### config.mk
export PLATFORM = sky130hd
export DESIGN_NAME = fp_align
export DESIGN_NICKNAME = d
export VERILOG_FILES = /design/src/rtl/fp_pkg.sv /design/src/rtl/fp_unpack.sv /design/src/rtl/fp_align.sv
export SDC_FILE = /design/constraint.sdc
export NUM_CORES = 1
export LEC_CHECK = 0
export CAP_MARGIN = 10
export CORE_UTILIZATION = 30
export DETAILED_ROUTE_END_ITERATION = 12
export MAX_ROUTING_LAYER = met4
export SLEW_MARGIN = 20
export SYNTH_ARGS = -nofsm -noshare
export SYNTH_HDL_FRONTEND = slang
export SYNTH_SLANG_ARGS = --single-unit
### constraint.sdc
create_clock -name clk -period 2.5 [get_ports clk]
set_clock_uncertainty 0.05 [all_clocks]
set_input_delay 0.5 -clock clk [delete_from_list [all_inputs] [get_ports clk]]
set_output_delay 0.5 -clock clk [all_outputs]
set_load 0.005 [all_outputs]
### src/rtl/fp_pkg.sv
// Shared types and sizing for the floating-point operand aligner.
package fp_pkg;

    localparam int MANT_W    = 24;
    localparam int EXP_W     = 8;
    localparam int MAX_SHIFT = 26;

    typedef struct packed {
        logic             sign;
        logic [EXP_W-1:0] exp;
        logic [22:0]      frac;
    } fp32_t;

    typedef enum logic [1:0] {
        IDLE  = 2'd0,
        SHIFT = 2'd1,
        DONE  = 2'd2
    } align_state_t;

endpackage

### src/rtl/fp_unpack.sv
// Combinational operand split: effective exponent, implicit bit, swap decision
// and the saturated exponent difference.
module fp_unpack
    import fp_pkg::*;
(
    input  logic [31:0]       aIn,
    input  logic [31:0]       bIn,
    output logic [MANT_W-1:0] mantA,
    output logic [MANT_W-1:0] mantB,
    output logic [EXP_W-1:0]  expA,
    output logic [EXP_W-1:0]  expB,
    output logic              swap,
    output logic [4:0]        diffSat
);

    fp32_t            opA;
    fp32_t            opB;
    logic [EXP_W-1:0] expDiff;

    assign opA = aIn;
    assign opB = bIn;

    // Subnormals: no implicit one, and they sit at exponent 1, not 0.
    assign expA  = (opA.exp == '0) ? EXP_W'(1) : opA.exp;
    assign expB  = (opB.exp == '0) ? EXP_W'(1) : opB.exp;
    assign mantA = {opA.exp != '0, opA.frac};
    assign mantB = {opB.exp != '0, opB.frac};

    assign swap    = (expB > expA) || ((expB == expA) && (mantB > mantA));
    assign expDiff = swap ? (expB - expA) : (expA - expB);
    assign diffSat = (expDiff > EXP_W'(MAX_SHIFT)) ? 5'(MAX_SHIFT) : expDiff[4:0];

endmodule

### src/rtl/fp_align.sv
// Multi-cycle FP32 operand aligner: shifts the smaller mantissa right by STEP
// bits per cycle collecting guard/round/sticky. Define FP_ALIGN_SPECIAL_EN to
// bypass alignment for exponent-255 operands and expose the special output.
//
// state | meaning
// IDLE  | waiting for operands, in_ready high
// SHIFT | aligning small mantissa, remaining counts down to zero
// DONE  | result held, out_valid high until out_ready
module fp_align
    import fp_pkg::*;
#(
    parameter int STEP = 1
) (
    input  logic        clk,
    input  logic        reset,
    input  logic [31:0] a_in,
    input  logic [31:0] b_in,
    input  logic        in_valid,
    output logic        in_ready,
    output logic        out_valid,
    input  logic        out_ready,
    output logic [23:0] large_mant,
    output logic [23:0] small_mant,
    output logic [7:0]  exponent_out,
    output logic        large_sign,
    output logic        small_sign,
    output logic        eff_sub,
    output logic        guard,
    output logic        round,
    output logic        sticky
`ifdef FP_ALIGN_SPECIAL_EN
    ,
    output logic        special
`endif
);

    localparam logic [1:0] ST_IDLE  = IDLE;
    localparam logic [1:0] ST_SHIFT = SHIFT;
    localparam logic [1:0] ST_DONE  = DONE;

    logic [1:0]        state;
    logic [4:0]        remaining;

    logic [MANT_W-1:0] mantA;
    logic [MANT_W-1:0] mantB;
    logic [EXP_W-1:0]  expA;
    logic [EXP_W-1:0]  expB;
    logic              swap;
    logic [4:0]        diffSat;
    logic              specialIn;

    logic [2:0]        stepAmt;
    logic [25:0]       shiftVec;
    logic [25:0]       shiftedVec;
    logic [25:0]       lostMask;
    logic              lostBit;
    logic [4:0]        remNext;

    fp_unpack uUnpack (
        .aIn     (a_in),
        .bIn     (b_in),
        .mantA   (mantA),
        .mantB   (mantB),
        .expA    (expA),
        .expB    (expB),
        .swap    (swap),
        .diffSat (diffSat)
    );

`ifdef FP_ALIGN_SPECIAL_EN
    assign specialIn = (a_in[30:23] == 8'hFF) || (b_in[30:23] == 8'hFF);
`else
    assign specialIn = 1'b0;
`endif

    assign in_ready  = (state == ST_IDLE);
    assign out_valid = (state == ST_DONE);

    // Last step of an alignment may be shorter than STEP.
    assign stepAmt    = (remaining < 5'(STEP)) ? remaining[2:0] : 3'(STEP);
    assign shiftVec   = {small_mant, guard, round};
    assign shiftedVec = shiftVec >> stepAmt;
    assign lostMask   = (26'd1 << stepAmt) - 26'd1;
    assign lostBit    = |(shiftVec & lostMask);
    assign remNext    = remaining - 5'(stepAmt);

    always_ff @(posedge clk or posedge reset) begin
        if (reset) begin
            state        <= ST_IDLE;
            remaining    <= '0;
            large_mant   <= '0;
            small_mant   <= '0;
            exponent_out <= '0;
            large_sign   <= 1'b0;
            small_sign   <= 1'b0;
            eff_sub      <= 1'b0;
            guard        <= 1'b0;
            round        <= 1'b0;
            sticky       <= 1'b0;
        end else begin
            case (state)
                ST_IDLE: begin
                    if (in_valid) begin
                        guard   <= 1'b0;
                        round   <= 1'b0;
                        sticky  <= 1'b0;
                        eff_sub <= a_in[31] ^ b_in[31];
                        if (specialIn) begin
                            large_mant   <= mantA;
                            small_mant   <= mantB;
                            exponent_out <= expA;
                            large_sign   <= a_in[31];
                            small_sign   <= b_in[31];
                            remaining    <= '0;
                            state        <= ST_DONE;
                        end else begin
                            large_mant   <= swap ? mantB : mantA;
                            small_mant   <= swap ? mantA : mantB;
                            exponent_out <= swap ? expB : expA;
                            large_sign   <= swap ? b_in[31] : a_in[31];
                            small_sign   <= swap ? a_in[31] : b_in[31];
                            remaining    <= diffSat;
                            state        <= (diffSat == '0) ? ST_DONE : ST_SHIFT;
                        end
                    end
                end
                ST_SHIFT: begin
                    small_mant <= shiftedVec[25:2];
                    guard      <= shiftedVec[1];
                    round      <= shiftedVec[0];
                    sticky     <= sticky | lostBit;
                    remaining  <= remNext;
                    if (remNext == '0) begin
                        state <= ST_DONE;
                    end
                end
                ST_DONE: begin
                    if (out_ready) begin
                        state <= ST_IDLE;
                    end
                end
                default: state <= ST_IDLE;
            endcase
        end
    end

`ifdef FP_ALIGN_SPECIAL_EN
    always_ff @(posedge clk or posedge reset) begin
        if (reset) begin
            special <= 1'b0;
        end else if ((state == ST_IDLE) && in_valid) begin
            special <= specialIn;
        end
    end
`endif

endmodule

==> flow_metrics.py <==
metrics = {
    "run_status": {
        "status": "finished with violations",
        "violations": "setup timing",
    },
    "critical_path": {
        "startpoint_type": "primary input",
        "arrival_ns": 3.68,
        "crit_type": "in2reg",
        "crit_path_end_kind": "register",
        "crit_fanout": 4,
        "worst_r2r_path_depth": 10,
        "crit_required_ns": 2.68,
    },
    "floorplan": {
        "pin_count": 132,
        "chipHeight_um": 132,
        "initial_utilization_pct": 30.6,
        "fp.coreArea_um2": 16600,
        "die_width_um": 132,
        "std_cell_rows": 47,
        "die-area_um2": 17500,
    },
    "yosys": {
        "ys_warn_count": 0,
        "synth_top_cell_by_area": "dfrtp_1",
        "synth_edf_count": 0,
        "ys.flop_type": "dfrtp_1",
        "synth.distinct_cells": 52,
        "syn_area_um2": 5080,
        "ys_ff_latch": 69,
        "avgSynthCellArea_um2": 8.00,
        "synth.most_common_cell": "nand2_1",
        "synthesis.nets": 747,
        "synth_area_leaders": "dfrtp_1 (34%), ha_1 (10%), o21ai_0 (7.5%)",
        "synthArstFlopShare_pct": 100,
        "yosysSeqAreaShare_pct": 34.0,
        "synthTopCellsByCount": "nand2_1 (84), o21ai_0 (76), dfrtp_1 (69)",
        "yosysTopAreaCellShare_pct": 34.0,
        "syn_inst": 635,
    },
    "power_and_ir_drop": {
        "power_leakage_nw": 4.06,
        "total_power_mw": 7.92,
        "peakVddDrop_v": 0.000496,
        "powerDensity_nw_per_um2": 882,
    },
    "sta": {
        "finalCritPeriodShare_pct": 140,
        "fmax_mhz": 286,
        "final_hold_viol_count": 0,
        "period_minus_slack_ns": 3.50,
        "finalSetupViolCount": 65,
        "fin_ws_ns": -0.996,
        "setup-tns-final_ns": -52.51,
        "drv_slew": 0,
        "rsz0062_at_grt": "true",
    },
    "cts": {
        "clkLatencyLatePin_ns": 0.35,
        "cts_tree": "done",
        "clk_pin_slew_worst_paths_ns": 0.06,
        "holdBufCountCts": 0,
        "cts_sinks": 69,
        "clockRootBuffer": "clkbuf_16",
        "cts_made_buffers": 9,
        "cts_htree_levels": 3,
        "cts_buffer_depth": 2,
    },
    "layout": {
        "areaGrowthSynthToFinish_pct": 76.8,
        "drive_above_1_share_pct": 33.4,
        "diodes": 0,
        "nNetsFinal": 996,
        "fin_area_um2": 8980,
    },
    "global_route": {
        "first_global_vias": 5680,
        "grt_max_degree": 70,
        "grt_pass1_wl_mm": 29.6,
        "grt_overflow_total": 0,
        "grt_antenna_before_repair": 0,
        "grt_use_total_pct": 22.4,
    },
    "drt": {
        "vias": 5543,
        "drt-initial-drc-count": 340,
        "ant_nets": 0,
        "finalWirelength_mm": 18.7,
        "avgViaCountPerCell": 5.00,
        "firstDrtPassIters": 5,
        "post_drt_wl_per_cell_um": 16.8,
        "route.detailed.drc": 0,
    },
    "placement": {
        "gp_congestion": 0.856,
        "place_area_um2": 7460,
        "dp.final_hpwl_mm": 12.5,
        "port_buffers": 131,
    },
    "flow_run": {
        "max_cap_violations": 0,
    },
    "worst_hold_path": {
        "worstHoldPathCells": 2,
        "hp-class": "reg2reg",
    },
}
==> cell usage in the layout, fill, tap and decap left out, types with 6 or more instances in the layout <==
cell	count
buf_2	6
ha_1	40
o22ai_1	17
o21ai_1	29
clkbuf_16	10
clkdlybuf4s50_1	112
buf_4	110
nor2_4	7
a21oi_2	9
buf_6	15
nor2_1	46
o21a_1	6
nand2_2	11
nand4_1	8
o21ai_2	24
inv_1	41
mux2i_1	21
dfrtp_1	69
buf_12	15
o21ai_0	18
nand2_1	60
buf_16	8
o22ai_2	6
mux2i_4	7
nand2_4	13
nor2b_1	6
a21oi_1	48
nand2b_1	7
xnor2_1	8
==> report_power, final <==
part	total (mW)	leakage (nW)	internal (mW)	switching (mW)
registers	2.09	0.820	1.66	0.429
clock network	1.31	0.143	0.823	0.490
logic	4.52	3.10	2.46	2.05
total	7.92	4.06	4.95	2.97
==> worst max-delay path: stages <==
cell and delay (ns):
buf_8 0.10, nor4_4 0.29, nand2_1 0.13, nand2b_1 0.13, inv_2 0.07, ha_4 0.26
nand4_1 0.06, or4_4 0.53, a2111oi_4 0.21, a21oi_2 0.13, a21oi_4 0.24, buf_6 0.14
mux2i_1 0.21, xnor2_1 0.21, nor2_1 0.10, a311o_1 0.35
==> layout make-up <==
| class | instances | area, um^2 |
|---|---|---|
| tap | 220 | 275 |
| multi-input combinational | 477 | 3690 |
| inverter | 46 | 173 |
| fill | 1516 | 7600 |
| timing repair buffer | 281 | 2830 |
| sequential | 69 | 1730 |
| clock buffer | 14 | 264 |
| clock inverter | 1 | 30.0 |
==> routing by layer <==
metal  vias to the layer above  wire length (um)  track usage, %
met2                       137              9480            37.3
li1                       2721                 -               -
met5                         -                 0               -
met1                      2664              8210            27.3
met4                         0               218            6.07
met3                        21               741            4.69
==> path summary, 6_finish.rpt <==
path                       slack [ns]        endpoint     startpoint
setup reg to reg                 0.25        state[1]   remaining[1]
hold / removal                   0.43   large_mant[3]  large_mant[3]
min in group asynchronous        0.50  small_mant[15]          reset
setup / recovery                 -1.0    remaining[1]       b_in[26]
max in group asynchronous        1.57   large_mant[1]          reset
hold reg to reg                  0.43   large_mant[3]  large_mant[3]
==> logic make-up (layout without fill, tap and decap cells) <==
logic type,count (synthesis),after routing,share of synthesized area (%)
buf+inv,89,342,6.77
xor+xnor,12,12,2.07
other cells,2,2,0.148
flops,69,69,34.0
compound gates,196,196,22.8
simple gates,192,192,17.0
fa+ha+maj,44,44,11.1
mux,31,31,6.11
==> through the flow <==
step	instances	util (%)	worst slack [ns]	hold WS (ns)
after floorplan	635	-	-0.985	0.423
after global placement	1056	45.0	-1.66	0.411
after detailed placement	1056	45.0	-1.70	0.419
after CTS	1105	52.5	-0.937	0.438
after global routing	1108	54.2	-1.14	0.462
final	1108	54.2	-0.996	0.431
==> state kept, by name (all words and copies together) (netlist names) <==
register,flops
large_mant,24
small_mant,24
exponent_out,8
remaining,5
state,2
eff_sub,1
guard,1
large_sign,1
round,1
small_sign,1
sticky,1
==> timing repair <==
action,CTS,global route
pin swaps,77,61
setup buffers,24,10
gates resized for setup,215,96
setup endpoints to repair,65,65
gates cloned,13,1
Note: power is estimated with default switching activity, not from simulation.
